**src/rtl/rr_arb.sv**
```systemverilog
// rr_arb: parametrised round-robin arbiter with a registered one-hot grant.
// The owner keeps the grant while it requests, for at most MAX_HOLD cycles
// (0 = unlimited). After a timeout the owner is passed over for that one
// decision, so other requesters get a turn.
// Optional macro ARB_FIXED_MODE_EN adds a `mode` input. With mode=1 the
// winner search always starts at index 0 and the pointer is frozen.
module rr_arb #(
  parameter int N        = 5,
  parameter int MAX_HOLD = 8,
  localparam int IDW     = (N > 1) ? $clog2(N) : 1
) (
  input  logic           clk,
  input  logic           rst,
  input  logic [N-1:0]   req,
  output logic [N-1:0]   grt,
  output logic           grt_vld,
  output logic [IDW-1:0] grt_id
`ifdef ARB_FIXED_MODE_EN
  ,
  input  logic           mode
`endif
);

  // The hold counter only needs to count up to MAX_HOLD-1.
  localparam int HCW = (MAX_HOLD > 1) ? $clog2(MAX_HOLD) : 1;
  localparam logic [HCW-1:0] HOLD_LAST = HCW'((MAX_HOLD > 0) ? MAX_HOLD - 1 : 0);
  localparam logic [IDW-1:0] LAST_IDX  = IDW'(N - 1);

  typedef enum logic {
    S_IDLE,
    S_GRANT
  } state_t;

  state_t         state_q, state_d;
  logic [N-1:0]   grt_q, grt_d;
  logic           grt_vld_q, grt_vld_d;
  logic [IDW-1:0] id_q, id_d;
  logic [IDW-1:0] ptr_q, ptr_d;
  logic [HCW-1:0] hcnt_q, hcnt_d;

  logic           fixed_mode;
  logic           owner_req;
  logic           at_limit;
  logic [N-1:0]   scan_req;
  logic [IDW-1:0] scan_base;
  logic           win_found;
  logic [IDW-1:0] win_idx;
  logic           take_winner;

`ifdef ARB_FIXED_MODE_EN
  assign fixed_mode = mode;
`else
  assign fixed_mode = 1'b0;
`endif

  // Index after v, wrapping N-1 -> 0 so a non-power-of-2 N stays in range.
  function automatic logic [IDW-1:0] inc_wrap(input logic [IDW-1:0] v);
    return (v == LAST_IDX) ? '0 : v + 1'b1;
  endfunction

  // Position `off` steps after `base` in the circular scan order.
  function automatic logic [IDW-1:0] scan_idx(input logic [IDW-1:0] base, input int off);
    int s;
    s = int'(base) + off;
    if (s >= N) s = s - N;
    return IDW'(s);
  endfunction

  assign owner_req = |(req & grt_q);
  assign at_limit  = (MAX_HOLD != 0) && (hcnt_q == HOLD_LAST);
  // On timeout the current owner is removed from this decision only. When
  // the owner has already dropped its request the mask changes nothing.
  assign scan_req  = (state_q == S_GRANT && at_limit) ? (req & ~grt_q) : req;
  assign scan_base = fixed_mode ? '0 : ptr_q;

  // Circular first-set-bit search starting at scan_base.
  always_comb begin
    // NOTE: every combinational output gets a default before any branch,
    // otherwise a path that skips the assignment infers a latch.
    win_found = 1'b0;
    win_idx   = '0;
    for (int off = 0; off < N; off++) begin
      if (!win_found && scan_req[scan_idx(scan_base, off)]) begin
        win_found = 1'b1;
        win_idx   = scan_idx(scan_base, off);
      end
    end
  end

  // Next-state: hold, timeout, release and idle decisions.
  always_comb begin
    state_d     = state_q;
    grt_d       = grt_q;
    grt_vld_d   = grt_vld_q;
    id_d        = id_q;
    ptr_d       = ptr_q;
    hcnt_d      = hcnt_q;
    take_winner = 1'b0;

    case (state_q)
      S_IDLE: begin
        take_winner = win_found;
      end
      S_GRANT: begin
        if (owner_req && !at_limit) begin
          hcnt_d = hcnt_q + 1'b1;
        end else if (owner_req) begin
          if (win_found) begin
            take_winner = 1'b1;
          end else begin
            // Lone owner at its limit: re-grant and restart the burst.
            hcnt_d = '0;
            if (!fixed_mode) ptr_d = inc_wrap(id_q);
          end
        end else if (win_found) begin
          take_winner = 1'b1;
        end else begin
          state_d   = S_IDLE;
          grt_d     = '0;
          grt_vld_d = 1'b0;
          id_d      = '0;
          hcnt_d    = '0;
        end
      end
      default: state_d = S_IDLE;
    endcase

    if (take_winner) begin
      state_d        = S_GRANT;
      grt_d          = '0;
      grt_d[win_idx] = 1'b1;
      grt_vld_d      = 1'b1;
      id_d           = win_idx;
      hcnt_d         = '0;
      if (!fixed_mode) ptr_d = inc_wrap(win_idx);
    end
  end

  // State and output registers; asynchronous active-low reset.
  always_ff @(posedge clk or negedge rst) begin
    if (!rst) begin
      state_q   <= S_IDLE;
      grt_q     <= '0;
      grt_vld_q <= 1'b0;
      id_q      <= '0;
      ptr_q     <= '0;
      hcnt_q    <= '0;
    end else begin
      // NOTE: sequential state uses non-blocking assignments so every flop
      // samples the pre-edge values regardless of statement order.
      state_q   <= state_d;
      grt_q     <= grt_d;
      grt_vld_q <= grt_vld_d;
      id_q      <= id_d;
      ptr_q     <= ptr_d;
      hcnt_q    <= hcnt_d;
    end
  end

  assign grt     = grt_q;
  assign grt_vld = grt_vld_q;
  assign grt_id  = id_q;

endmodule

```
**config.mk**
```make
export PLATFORM = sky130hd
export DESIGN_NAME = rr_arb
export DESIGN_NICKNAME = d
export VERILOG_FILES = /design/src/rtl/rr_arb.sv
export SDC_FILE = /design/constraint.sdc
export NUM_CORES = 1
export LEC_CHECK = 0
export BUFFER_PORTS_ARGS = -buffer_cell sky130_fd_sc_hd__buf_2
export CORE_UTILIZATION = 40
export DETAILED_ROUTE_END_ITERATION = 16
export RECOVER_POWER = 25
export REMOVE_ABC_BUFFERS = 1
export SLEW_MARGIN = 30
export SYNTH_ARGS = -nofsm -noshare
export SYNTH_HDL_FRONTEND = slang
export SYNTH_SLANG_ARGS = --single-unit
```
**constraint.sdc**
```tcl
create_clock -name clk -period 3.6 [get_ports clk]
set_input_delay 0.18 -clock clk [delete_from_list [all_inputs] [get_ports clk]]
set_output_delay 0.18 -clock clk [all_outputs]
set_load 0.02 [all_outputs]
```
==> impl_metrics.ini, run 1 <==
[drt]
drc = 0
num_vias = 2118
drtPass1Iterations = 4
drt_iter0_markers = 132
antenna_left = 0
totalWireLength_mm = 6.10
avgRoutedWirePerCell_um = 16.7
via_per_inst = 5.79

[clock_tree]
cts_buffers = 3
htreeDepth = 1
cts_tree = built
path_clk_slew_ns = 0.06
clockBufferDepth = 2
cts_sinks = 16
cts_root_buffer = clkbuf_8
clock_latency_ns = 0.25

[critical_path]
r2r-start = ptr_q[0]
worst_setup_path_start_kind = flop
cp_top_family = adder cells
required_ns = 3.73
cpMaxStageDelayCell = or4b_4
setup.worst_path.class = reg -> reg
critPathMaxFanout = 5
r2r_slack_ns = 0.08
crit_chain = inv_2, ha_4, inv_1, fa_2, a21oi_2, mux2i_2, mux2i_1, a32o_2, or4b_4, a2bb2oi_2, o31a_1, inv_2, ha_1, mux2i_1, a21oi_1
ff2ff_path_depth = 15
crit_path_max_incr_delay_ns = 0.48
rr_endpoint = ptr_q[1]
critPathBufInv = 3
worstSetupEndpointType = flop
worst_ep_arrival_time_ns = 3.65

[placement]
dp_hpwl_mm = 4.56
pre_cts_slack_ns = -0.0231
place.gp.congestion = 0.885
port-buffer-count = 15

[logic_synthesis]
synth_area_um2 = 2070
syn_inst = 256
synth_top_area_share = 0.194
ys_types = 78
async_flop_share = 1.00
avgSynthCellArea_um2 = 8.08
yosysWarnings = 0
synth_top_area_cell = dfrtp_1
synth_area_leaders = dfrtp_1, ha_1, mux2i_1, inv_1, nand2_1
synth_edf_count = 0
ys.flop_type = dfrtp_1
synth_seq_cells = 16
synth_common_cells = inv_1, nand2_1, dfrtp_1, nor2_1, ha_1
seq_area_frac_synth = 0.194

[outcome]
outcome = completed

[floorplan]
fp.dieH_um = 73.9
die-area_um2 = 5460
core_area_um2 = 4850
start_util = 0.427
die_x_um = 73.9
io_pins = 16
rows = 25

[sta]
relSlewSlack = 0.406
skew_ns = 0.00824
fin_crit_sh = 0.977
setup_ws_ns = 0.0826
max_freq_mhz = 284
worst_pin_slew_ns = 0.891
min_period_ns = 3.52
hold_violations = 0
whs_ns = 0.446
drv_slew = 0
setup_viol = 0

[global_routing]
grt_pass1_wl_mm = 9.80
track_usage = 0.235
grt_max_degree = 26
grt_pass1_vias = 1957
gr-total-overflow = 0
antenna_found_initial = 0

[final_layout]
syn_to_final_growth_pct = 30.5
drive_above_1_share = 0.358
n_fill_cell = 442
layout.nets = 322
diodes = 0

[hold_path]
hold_end = grt_vld
min_path_cells = 4
min_path_type = in -> reg
min_from = req[4]

[job]
cap_viol_max_count = 0
## timing repair
| item | in CTS | in global routing |
|---|---|---|
| hold buffers | 1 | 0 |
| pin swaps | 1 | 15 |
| endpoints found under the hold margin | 16 | 0 |
| setup buffers | 3 | 11 |
| gates cloned | 0 | 0 |
| setup endpoints to repair | 1 | 11 |
| gates resized for setup | 0 | 46 |
## layer usage
metal | global-route usage | vias to the layer above | wire (µm)
met5 | 0 | - | 0
met4 | 0.0470 | 0 | 88
met3 | 0.0302 | 8 | 336
met2 | 0.343 | 58 | 2630
met1 | 0.366 | 987 | 3040
li1 | - | 1065 | -
## cells by family (layout without fill, tap and decap cells)
| kind of cell | count (synthesis) | count (layout) | share of synthesized area |
|---|---|---|---|
| fa+ha+maj | 14 | 14 | 0.0883 |
| flops | 16 | 16 | 0.194 |
| buf+inv | 30 | 73 | 0.0659 |
| compound gates | 81 | 81 | 0.295 |
| mux | 12 | 12 | 0.0641 |
| simple gates | 99 | 99 | 0.276 |
| xor+xnor | 4 | 4 | 0.0169 |
## per-stage QoR
stage | util | setup TNS (ns) | instances | instance area [µm²]
6_report | 0.557 | 0 | 366 | 2700
5_1_grt | 0.557 | -0.0831 | 366 | 2700
4_1_cts | 0.494 | 0 | 355 | 2390
3_5_place_dp | 0.478 | -0.0231 | 348 | 2320
3_3_place_gp | 0.478 | 0 | 348 | 2320
2_1_floorplan | - | -0.940 | 245 | 2000
## cell type report
cell class / instances / area [µm²] / area share
Inverter: 19 / 71.3 / 0.0264
Timing Repair Buffer: 51 / 385 / 0.143
Clock buffer: 3 / 41.3 / 0.0153
Sequential cell: 16 / 403 / 0.149
Tap cell: 67 / 83.8 / 0.0311
Multi-Input combinational cell: 210 / 1710 / 0.635
## worst max-delay path by stage
stage                     startpoint  endpoint  slack (ns)  depth (start not counted)
after global placement      ptr_q[1]  ptr_q[2]        0.05                         16
after floorplan             ptr_q[0]  ptr_q[1]       -0.25                         15
after detailed placement    ptr_q[0]  ptr_q[1]       -0.02                         15
after global routing        ptr_q[1]  ptr_q[2]       -0.05                         18
final                       ptr_q[0]  ptr_q[1]        0.08                         15
after CTS                   ptr_q[0]  ptr_q[1]       0.001                         15
## registers in the layout, summed over array words and instances, names as in the netlist
| signal | count |
|---|---|
| grt | 5 |
| grt_id | 3 |
| grt_vld | 1 |
| hcnt_q | 3 |
| ptr_q | 3 |
| state_q | 1 |
## worst reg2reg max path, cell delays in order (launching register included)
cell and delay (ns):
dfrtp_1 0.41, inv_2 0.12, ha_4 0.14, inv_1 0.05
fa_2 0.41, a21oi_2 0.16, mux2i_2 0.27, mux2i_1 0.26
a32o_2 0.28, or4b_4 0.49, a2bb2oi_2 0.13, o31a_1 0.16
inv_2 0.05, ha_1 0.26, mux2i_1 0.14, a21oi_1 0.08
## layout by cell type (no fill, tap or decap), types with 5 or more instances in the layout
cell      instances
buf_4            28
nand2_1          18
inv_1            17
nor2_1           16
dfrtp_1          14
buf_2            14
nand3_1          11
a21oi_1           8
mux2i_1           7
nor3_1            6
nor2b_1           6
o21ai_0           6
o21ai_1           5
a211oi_1          5
o22ai_1           5
ha_2              5
buf_6             5
Power of run 1 is not shown: default switching activity piles up to over one toggle a cycle in this logic, so the estimate is an artifact.
==> run 2, diff against run 1 <==
--- a/config.mk
+++ b/config.mk
@@ -10,6 +10,7 @@
 export DETAILED_ROUTE_END_ITERATION = 16
 export RECOVER_POWER = 25
 export REMOVE_ABC_BUFFERS = 1
+export SETUP_SLACK_MARGIN = 0.1
 export SLEW_MARGIN = 30
 export SYNTH_ARGS = -nofsm -noshare
 export SYNTH_HDL_FRONTEND = slang
==> run 2 against run 1 <==
  * Routed wire length up 2.9%
  * Maximum frequency down 1.2%
  * First-iteration DRC count up 9.8%
  * Non-clock buffer count up 7
  * Cell count up 1.9%
  * Core utilization up 0.52 points
  * Hold slack better by 0.024 ns
  * Critical path type unchanged
  * Highest routed layer unchanged
==> impl_metrics.ini, run 2 (synthesis results as in run 1) <==
[final_layout]
mostFrequentLayoutCells = buf_4, nand2_1, inv_1, nor2_1, dfrtp_1
largest_reg_flops = 5
layout.nets = 329
drive_above_1_share = 0.350
diodes = 0
n_fill_cell = 442
layout_commonest_cell = buf_4
fin_util = 0.562
final_cell_area_um2 = 2720
syn_to_final_growth_pct = 31.7

[drt]
via_per_inst = 5.95
totalWireLength_mm = 6.28
drt_iter0_markers = 145
avgRoutedWirePerCell_um = 16.8
drtPass1Iterations = 4
num_vias = 2220
drc = 0
antenna_left = 0

[hold_path]
min_from = req[4]
hold_end = grt_vld
min_path_type = in -> reg
min_path_cells = 4

[critical_path]
critPathLaunch = ptr_q[1]
setup.worst_path.class = reg -> reg
worst_setup_path_start_kind = flop
r2r-start = ptr_q[1]
required_ns = 3.72
worstSetupEndpointType = flop
rr_endpoint = ptr_q[2]
r2r_slack_ns = 0.04
worst_ep_arrival_time_ns = 3.68
ff2ff_path_depth = 19
critPathMaxFanout = 5

[sta]
tns_ns = 0
worst_pin_slew_ns = 0.887
drv_slew = 0
max_freq_mhz = 281
skew_ns = 0.00692
hold_violations = 0
fin_crit_sh = 0.989
setup_ws_ns = 0.0411
min_period_ns = 3.56
rsz0062_at_grt = yes
setup_viol = 0
relSlewSlack = 0.409

[clock_tree]
path_clk_slew_ns = 0.06
cts_sinks = 16
clock_latency_ns = 0.24
clockBufferDepth = 2
htreeDepth = 1
cts_root_buffer = clkbuf_8
cts_tree = built
cts_buffers = 3

[floorplan]
io_pins = 16
die_x_um = 73.9
start_util = 0.427
rows = 25
die-area_um2 = 5460
fp.dieH_um = 73.9
core_area_um2 = 4850

[placement]
dp_hpwl_mm = 4.56
port-buffer-count = 15
pre_cts_slack_ns = -0.0231
placed_cell_area_um2 = 2320
place.gp.congestion = 0.885

[global_routing]
track_usage = 0.239
grt_pass1_wl_mm = 9.92
grt_pass1_vias = 1983
grt_max_degree = 26
antenna_found_initial = 0
gr-total-overflow = 0

[outcome]
outcome = completed

[job]
cap_viol_max_count = 0
==> run 2: cell types whose count changed in the layout (fill, tap and decap cells not counted), sizes merged <==
cell	previous run	this run
buf	49	56
==> run 2: worst max-delay path, cell delays in order, from the launching register on <==
cell and delay, ns:
dfrtp_1 0.42, buf_6 0.13, ha_4 0.13, inv_2 0.04
fa_2 0.41, buf_6 0.14, o22ai_4 0.19, nor2_2 0.07
a311o_1 0.32, a32o_2 0.29, buf_6 0.13, nor4_4 0.27
buf_4 0.18, nand2_1 0.05, o31a_1 0.12, inv_2 0.09
ha_4 0.12, inv_1 0.04, a31oi_1 0.17, o22ai_1 0.11
==> run 2: per-layer routing <==
layer,wire (µm),global-route usage,vias up
li1,-,-,1082
met4,69,0.0363,0
met5,0,0,-
met1,2970,0.366,1053
met3,422,0.0302,6
met2,2820,0.362,79
==> run 2: cell type report <==
cell class	instances	area, µm²	share of cell area
Sequential cell	16	402	0.147
Multi-Input combinational cell	210	1700	0.623
Clock buffer	3	41.3	0.0152
Tap cell	67	83.8	0.0308
Timing Repair Buffer	58	429	0.158
Inverter	19	71.3	0.0262
==> run 2: what timing repair did <==
item | in CTS | in global routing
buffers inserted | 10 | 12
resized for setup | 12 | 30
endpoints found under the hold margin | 16 | 0
pin swaps | 4 | 19
hold buffers | 1 | 0
setup endpoints to repair | 3 | 11
==> run 2: through the flow <==
stage	hold slack (ns)	instances
final	0.470	373
after global routing	0.523	373
after CTS	0.382	362
after detailed placement	0.115	348
after global placement	0.112	348
after floorplan	-0.116	245
==> run 2: worst max path at each step <==
| stage | endpoint | slack [ns] | cells past startpoint |
|---|---|---|---|
| 2_1_floorplan | ptr_q[1] | -0.25 | 15 |
| 3_3_place_gp | ptr_q[2] | 0.05 | 16 |
| 3_5_place_dp | ptr_q[1] | -0.02 | 15 |
| 4_1_cts | ptr_q[1] | 0.10 | 17 |
| 5_1_grt | ptr_q[2] | -0.10 | 19 |
| 6_report | ptr_q[2] | 0.04 | 19 |
Power of run 2 is left out for the same reason.
